File: config.mk
export PLATFORM = sky130hd
export DESIGN_NAME = serial_out_flat
export DESIGN_NICKNAME = d
export VERILOG_FILES = /design/src/rtl/serial_out_if.sv /design/src/rtl/serial_out.sv /design/src/flat_wrapper.sv
export SDC_FILE = /design/constraint.sdc
export NUM_CORES = 1
export LEC_CHECK = 0
export ABC_CLOCK_PERIOD_IN_PS = 4400
export CAP_MARGIN = 20
export CORE_MARGIN = 2
export CORE_UTILIZATION = 44
export CTS_CLUSTER_DIAMETER = 100
export CTS_CLUSTER_SIZE = 20
export DETAILED_ROUTE_END_ITERATION = 10
export PLACE_DENSITY_LB_ADDON = 0.08
export SYNTH_ARGS = -nofsm -noshare
export SYNTH_HDL_FRONTEND = slang
export SYNTH_SLANG_ARGS = --single-unit
File: constraint.sdc
create_clock -name CLK -period 4.4 [get_ports CLK]
set_input_delay 0.88 -clock CLK [delete_from_list [all_inputs] [get_ports CLK]]
set_output_delay 0.88 -clock CLK [all_outputs]
set_load 0.05 [all_outputs]
File: src/rtl/serial_out_if.sv
// Bundle between the transmit controller/RAM side (master) and the serial_out
// transmitter (slave): start/config request, RAM read port, serial line and status.
interface serial_out_if #(
  parameter int ADDR_WIDTH   = 12,
  parameter int MAX_FEATURES = 15,
  parameter int LENGTH       = 16,
  parameter int DATA_WIDTH   = LENGTH * (MAX_FEATURES + 1)
) ();
  logic                  start;
  logic [3:0]            feat;
  logic [ADDR_WIDTH-1:0] num_dp;
  logic [DATA_WIDTH-1:0] data;
  logic [ADDR_WIDTH-1:0] addr;
  logic                  oe;
  logic                  ser;
  logic                  busy;
  logic                  done;

  modport master (
    output start, feat, num_dp, data,
    input  addr, oe, ser, busy, done
  );

  modport slave (
    input  start, feat, num_dp, data,
    output addr, oe, ser, busy, done
  );
endinterface

File: src/rtl/serial_out.sv
// Row-RAM serial transmitter: fetches each row, then sends fields 0..feat as
// start/data(MSB first)/stop words. Define SER_OUT_PARITY_EN to add an even-parity bit.
module serial_out #(
  parameter int ADDR_WIDTH   = 12,
  parameter int MAX_FEATURES = 15,
  parameter int LENGTH       = 16,
  parameter int DATA_WIDTH   = LENGTH * (MAX_FEATURES + 1)
) (
  input  logic CLK,
  input  logic RST,
  serial_out_if.slave bus
);

`ifdef SER_OUT_PARITY_EN
  localparam int W = LENGTH + 3;
`else
  localparam int W = LENGTH + 2;
`endif
  localparam int NF = MAX_FEATURES + 1;
  localparam int BW = $clog2(W);
  localparam logic [BW-1:0] DATA_LAST = BW'(LENGTH);
  localparam logic [BW-1:0] LAST_BIT  = BW'(W - 1);
`ifdef SER_OUT_PARITY_EN
  localparam logic [BW-1:0] PAR_BIT   = BW'(LENGTH + 1);
`endif

  typedef enum logic [1:0] {IDLE, FETCH, SHIFT, FIN} state_t;

  state_t                state_q, state_d;
  logic [3:0]            feat_q, feat_d;
  logic [ADDR_WIDTH-1:0] num_dp_q, num_dp_d;
  logic [ADDR_WIDTH-1:0] row_cnt_q, row_cnt_d;
  logic [3:0]            field_q, field_d;
  logic [BW-1:0]         bit_q, bit_d;
  logic [DATA_WIDTH-1:0] row_q, row_d;
  logic                  ser_q, ser_d;
  logic                  oe_q, oe_d;
  logic [ADDR_WIDTH-1:0] addr_q, addr_d;
  logic                  busy_q, busy_d;
  logic                  done_q, done_d;

  logic [LENGTH-1:0] field_words [NF];
  logic [LENGTH-1:0] word;
  logic [LENGTH-1:0] shifted;

  // Field views of the next row value, so outputs can be registered from next state.
  for (genvar gi = 0; gi < NF; gi++) begin : g_fields
    assign field_words[gi] = row_d[gi*LENGTH +: LENGTH];
  end

  always_ff @(posedge CLK or negedge RST) begin
    if (!RST) begin
      state_q   <= IDLE;
      feat_q    <= '0;
      num_dp_q  <= '0;
      row_cnt_q <= '0;
      field_q   <= '0;
      bit_q     <= '0;
      row_q     <= '0;
      ser_q     <= 1'b1;
      oe_q      <= 1'b0;
      addr_q    <= '0;
      busy_q    <= 1'b0;
      done_q    <= 1'b0;
    end else begin
      state_q   <= state_d;
      feat_q    <= feat_d;
      num_dp_q  <= num_dp_d;
      row_cnt_q <= row_cnt_d;
      field_q   <= field_d;
      bit_q     <= bit_d;
      row_q     <= row_d;
      ser_q     <= ser_d;
      oe_q      <= oe_d;
      addr_q    <= addr_d;
      busy_q    <= busy_d;
      done_q    <= done_d;
    end
  end

  always_comb begin
    state_d   = state_q;
    feat_d    = feat_q;
    num_dp_d  = num_dp_q;
    row_cnt_d = row_cnt_q;
    field_d   = field_q;
    bit_d     = bit_q;
    row_d     = row_q;
    case (state_q)
      IDLE: begin
        if (bus.start) begin
          feat_d    = bus.feat;
          num_dp_d  = bus.num_dp;
          row_cnt_d = '0;
          field_d   = '0;
          bit_d     = '0;
          state_d   = (bus.num_dp == '0) ? FIN : FETCH;
        end
      end
      FETCH: begin
        row_d   = bus.data;
        field_d = '0;
        bit_d   = '0;
        state_d = SHIFT;
      end
      SHIFT: begin
        if (bit_q == LAST_BIT) begin
          bit_d = '0;
          if (field_q == feat_q) begin
            field_d = '0;
            if (row_cnt_q + 1'b1 < num_dp_q) begin
              row_cnt_d = row_cnt_q + 1'b1;
              state_d   = FETCH;
            end else begin
              state_d = FIN;
            end
          end else begin
            field_d = field_q + 1'b1;
          end
        end else begin
          bit_d = bit_q + 1'b1;
        end
      end
      // An empty transfer enters FIN with done_q low and waits one cycle for its pulse.
      FIN: begin
        if (done_q) state_d = IDLE;
      end
      default: state_d = IDLE;
    endcase
  end

  always_comb begin
    word    = field_words[field_d];
    shifted = word << (bit_d - 1'b1);
    ser_d   = 1'b1;
    if (state_d == SHIFT) begin
      if (bit_d == '0) begin
        ser_d = 1'b0;
      end else if (bit_d <= DATA_LAST) begin
        ser_d = shifted[LENGTH-1];
`ifdef SER_OUT_PARITY_EN
      end else if (bit_d == PAR_BIT) begin
        ser_d = ^word;
`endif
      end
    end
    oe_d   = (state_d == FETCH);
    addr_d = (state_d == FETCH) ? row_cnt_d : addr_q;
    busy_d = (state_d != IDLE);
    done_d = (state_d == FIN) && (state_q != IDLE);
  end

  assign bus.ser  = ser_q;
  assign bus.oe   = oe_q;
  assign bus.addr = addr_q;
  assign bus.busy = busy_q;
  assign bus.done = done_q;

endmodule

File: src/flat_wrapper.sv
// flat-port wrapper written by rule: the top's interface ports become plain ports
module serial_out_flat 
#(
  parameter int ADDR_WIDTH   = 12,
  parameter int MAX_FEATURES = 15,
  parameter int LENGTH       = 16,
  parameter int DATA_WIDTH   = LENGTH * (MAX_FEATURES + 1)
)
  (CLK, RST, bus_start, bus_feat, bus_num_dp, bus_data, bus_addr, bus_oe, bus_ser, bus_busy, bus_done);
  serial_out_if #(.ADDR_WIDTH(ADDR_WIDTH), .MAX_FEATURES(MAX_FEATURES), .LENGTH(LENGTH), .DATA_WIDTH(DATA_WIDTH)) bus_i ();
  input  logic CLK;
  input  logic RST;
  input wire logic [$bits(bus_i.start)-1:0] bus_start;
  input wire logic [$bits(bus_i.feat)-1:0] bus_feat;
  input wire logic [$bits(bus_i.num_dp)-1:0] bus_num_dp;
  input wire logic [$bits(bus_i.data)-1:0] bus_data;
  output wire logic [$bits(bus_i.addr)-1:0] bus_addr;
  output wire logic [$bits(bus_i.oe)-1:0] bus_oe;
  output wire logic [$bits(bus_i.ser)-1:0] bus_ser;
  output wire logic [$bits(bus_i.busy)-1:0] bus_busy;
  output wire logic [$bits(bus_i.done)-1:0] bus_done;
  assign bus_i.start = bus_start;
  assign bus_i.feat = bus_feat;
  assign bus_i.num_dp = bus_num_dp;
  assign bus_i.data = bus_data;
  assign bus_addr = bus_i.addr;
  assign bus_oe = bus_i.oe;
  assign bus_ser = bus_i.ser;
  assign bus_busy = bus_i.busy;
  assign bus_done = bus_i.done;
  serial_out #(.ADDR_WIDTH(ADDR_WIDTH), .MAX_FEATURES(MAX_FEATURES), .LENGTH(LENGTH), .DATA_WIDTH(DATA_WIDTH)) u_core (.CLK(CLK), .RST(RST), .bus(bus_i));
endmodule
==> flow_results.org <==
** Synth
- After synthesis the cells add up to 0.01519 mm2.
- Counting distinct cell types in the post-synthesis netlist gives 82.
- Summed over its instances, the top area cell type makes up 51.06% of the synthesized netlist area.
- Asr flop ratio synth :: 100.0%
- A synthesized cell averages 8.707 um2.
- Main synth FF type :: sky130_fd_sc_hd__dfrtp_1
- Post-synth top cells :: sky130_fd_sc_hd__nand2_1 (733), sky130_fd_sc_hd__dfrtp_1 (310), sky130_fd_sc_hd__nor2_1 (94), sky130_fd_sc_hd__o21ai_0 (76), sky130_fd_sc_hd__buf_2 (65)
- The synthesized design contains 0 enable-type register cells.
- The number of nets in the synthesized netlist is 2036.
- The biggest area contributor in the post-synthesis netlist is sky130_fd_sc_hd__dfrtp_1.
- Yosys Warn Count :: 0
- After synthesis, flip-flops and latches occupy 51.23% of the total area.
- Dominant cells by area after synthesis :: sky130_fd_sc_hd__dfrtp_1 (51%), sky130_fd_sc_hd__nand2_1 (18%), sky130_fd_sc_hd__mux2i_1 (4.0%), sky130_fd_sc_hd__mux2_2 (2.5%), sky130_fd_sc_hd__o21ai_0 (2.5%)
- Dominant cell by count in the synthesized netlist :: sky130_fd_sc_hd__nand2_1
- Total of flip-flops plus latches after synthesis :: 311
- Number of standard cells after synthesis :: 1745

** Timing
- Count of endpoints failing setup in the final report :: 0
- Highest clock rate :: 248.7 MHz
- Subtracting the final worst setup slack from the clock period gives 4.021 ns.
- Slew at the pin with the worst max-slew slack :: 0.8310 ns
- The number of failing hold endpoints at the final stage was 0.
- Crit share post-route :: 91.38%
- Final number of max-transition violations :: 0
- On the final layout, the worst clock skew is 0.01367 ns.
- Remaining max-slew budget at the tightest pin :: 44.60%
- Unrepaired setup endpoints after global routing :: false
- Setup TNS :: 0 ns

** Power and ir drop
- Post-layout power :: 11.83 mW
- Worst IR Drop VDD :: 0.0002909 V
- Cell-internal power :: 6.976 mW
- Switching share of power :: 41.02%
- For this design the static power due to leakage is 8.994 nW.
- Register share of total power :: 38.4%
- Of the total power, combinational logic draws 46.7%.
- In this run the power spent charging and discharging nets is 4.852 mW.
- Power density over the cells :: 619.4 mW/mm2
- Part of the power in the clock network :: 14.9%

** Global route
- Pin count of the biggest net entering global routing :: 124
- Overall Global Routing Usage :: 25.10%
- The via count of the first global-routing pass was 13090.
- Antenna violations before repair :: 0
- Global routing finished with a remaining overflow of 0.
- Wire length of the first global-routing pass :: 71170 um

** Die
- The floorplan step defined a die boundary enclosing 0.03603 mm2.
- # rows :: 68
- Die span in x :: 189.8 um
- The core region is 0.03429 mm2.
- Measured along the y axis, the die boundary spans 189.8 um.
- The initial utilization of the core area, before any placement, comes to 44.31%.
- Top Ports :: 291

** Clock network
- The clock passes through at most 3 buffers.
- Number of buffers inserted by post-CTS setup repair :: 0
- Sinks on the clock net :: 311
- TritonCTS created 19 clock buffers.
- The cell sitting at the root of the clock tree is a sky130_fd_sc_hd__clkbuf_16.
- Gates resized during post-CTS repair numbered 0.
- Clk_lat worst skew :: 0.51 ns
- In this run, post-CTS hold repair placed 0 buffers.
- H-tree level count :: 1
- CTS tree :: yes
- Clock-pin slew was measured on the worst setup and hold paths at 0.09 ns.

** Routing
- Top metal layer carrying routed signals :: met4
- The routed design uses 21400 um of met2 wire.
- Number of remaining DRC errors :: 0
- Average via count per standard cell :: 5.264
- Wire segments on met3 add up to 2591 um in the final route.
- After the first detailed-routing iteration, the DRC count stood at 1055.
- Total wire length :: 45460 um
- Antenna Nets Post-Route :: 0
- Summing over every cut layer, the via total after detailed routing is 12900.
- Post-route met1 wirelength :: 20230 um
- 1st-pass router iterations :: 5
- Average detailed-routed wire length per instance :: 18.56 um

** Layout
- Fill cells in the final layout number 3212.
- For this run, the post-layout net count is 2281.
- Fraction of layout cells with a size suffix above 1 :: 5.965%
- Compared with the post-synthesis result, the final layout area differs by 25.69%.
- Inserted Diodes :: 0

** Setup path
- Type of destination of the critical path :: register
- By instance count, the cell type seen most on the critical path is sky130_fd_sc_hd__and3_1.
- Cell with the largest stage delay on the worst path :: sky130_fd_sc_hd__dfrtp_1
- In this design, the stage delay of the slowest critical-path cell is 0.45 ns.
- The number of buffers and inverters on the critical path is 1.
- In this design, the largest share of critical-path delay is due to simple AND/OR/NAND/NOR gates.
- Required time at the endpoint of the critical path :: 4.81 ns
- The worst setup path is launched from a register.
- Start-to-end type of the worst setup path :: reg -> reg
- The signal on the critical path passes through and3_1 > and3_1 > and3_1 > and3_1 > and3_1 > xor2_1 > ha_1 > a211oi_1 > o2111a_1 > nor2_1 > a311oi_1 > nand2_1 > clkinv_1 > mux2_2.
- Critical Path AT :: 4.43 ns
- In this run the worst path has a maximum fanout of 11.

** Worst hold path
- The tightest min-delay check is of the in -> async type.

** Placement
- Final GP Congestion :: 0.8389
- Input and output buffers added on the ports amount to 290.
- After legalization and detailed placement, the total HPWL measured 33150 um.

** Outcome
- The flow ran to the end, and the final reports show no timing, DRC or antenna violations.

** Job
- Max Cap Violations :: 0
==> power by group through the flow <==
| stage | clock network (mW) | registers, mW | logic (mW) |
|---|---|---|---|
| 2_1_floorplan | 0 | 4.56 | 3.63 |
| 3_3_place_gp | 0 | 4.56 | 5.44 |
| 3_5_place_dp | 0 | 4.61 | 5.50 |
| 4_1_cts | 1.79 | 4.55 | 5.53 |
| 5_1_grt | 1.91 | 4.67 | 6.17 |
| 6_report | 1.76 | 4.55 | 5.52 |
==> cells in the final DEF (no fill, tap or decap), types with 8 or more instances in the layout <==
cell type                           n
sky130_fd_sc_hd__a21o_1             9
sky130_fd_sc_hd__a21oi_1           20
sky130_fd_sc_hd__a31oi_1           10
sky130_fd_sc_hd__and3_1             9
sky130_fd_sc_hd__buf_12            11
sky130_fd_sc_hd__buf_4             27
sky130_fd_sc_hd__clkbuf_16         19
sky130_fd_sc_hd__clkdlybuf4s50_1  289
sky130_fd_sc_hd__dfrtp_1          310
sky130_fd_sc_hd__ha_1              16
sky130_fd_sc_hd__inv_1             30
sky130_fd_sc_hd__mux2_2            34
sky130_fd_sc_hd__mux2i_1           61
sky130_fd_sc_hd__nand2_1          733
sky130_fd_sc_hd__nand3_1           29
sky130_fd_sc_hd__nor2_1            94
sky130_fd_sc_hd__nor3_1            17
sky130_fd_sc_hd__nor4_1            10
sky130_fd_sc_hd__o211ai_1          14
sky130_fd_sc_hd__o21a_1             8
sky130_fd_sc_hd__o21ai_0           76
sky130_fd_sc_hd__o22ai_1           14
sky130_fd_sc_hd__xnor2_1            8
==> flip-flops by register name, indices dropped and copies added, names as in the netlist <==
register,count
u_core.row_q,256
u_core.bus.oe,1
u_core.bus.addr,12
u_core.row_cnt_q,12
u_core.num_dp_q,12
u_core.feat_q,4
u_core.bus.done,1
u_core.bus.busy,1
u_core.bit_q,5
u_core.state_q,2
u_core.bus.ser,1
u_core.field_q,4
==> stage by stage <==
stage	utilization [%]	worst slack (ns)	area, um2	instances	hold slack, ns
3_5_place_dp	54.21	0.1901	18590	2424	0.4549
2_1_floorplan	-	0.6323	15190	1745	0.4360
3_3_place_gp	54.21	0.1972	18590	2424	0.4496
4_1_cts	55.70	0.3822	19100	2450	0.4022
5_1_grt	55.70	0.1464	19100	2450	0.3876
6_report	55.70	0.3791	19100	2450	0.3453
==> area by class of cell <==
cell class                 count  area [um2]  area share [%]
clock buffer                  25       498.0           2.608
clock inverter                 1       11.26         0.05897
inverter                      36       140.1          0.7338
multi-input combinational   1294        6764           35.42
sequential                   311        7784           40.76
tap                          455       569.3           2.981
timing repair buffer         328        3331           17.44
==> path summary, 6_finish.rpt <==
check                      depth (start not counted)           startpoint                 end  slack, ns
max                                               14  u_core.row_cnt_q[2]  u_core.bus.addr[9]       0.38
min                                                1                  RST  u_core.bus.addr[0]       0.35
max reg2reg                                       14  u_core.row_cnt_q[2]  u_core.bus.addr[9]       0.38
min reg2reg                                        2     u_core.row_q[21]    u_core.row_q[21]       0.47
max in group asynchronous                          2                  RST   u_core.row_q[168]       2.94
min in group CLK                                   2     u_core.row_q[21]    u_core.row_q[21]       0.47
==> routing by layer <==
metal,track usage (%),up-vias
met3,3.874,60
met4,7.305,0
met1,34.80,6223
li1,-,6263
met2,40.97,352
met5,0,-
==> kinds of logic after synthesis <==
logic type	count (synthesis)	synth area share, %
and+or+nand+nor	925	24.45
DFF	311	51.23
AOI/OAI and AO/OA	242	10.96
buffers and inverters	140	4.455
muxes	95	6.539
xor gates and xnor gates	16	1.046
adders and majority gates	16	1.318
Power figures use the tool's default switching activity.
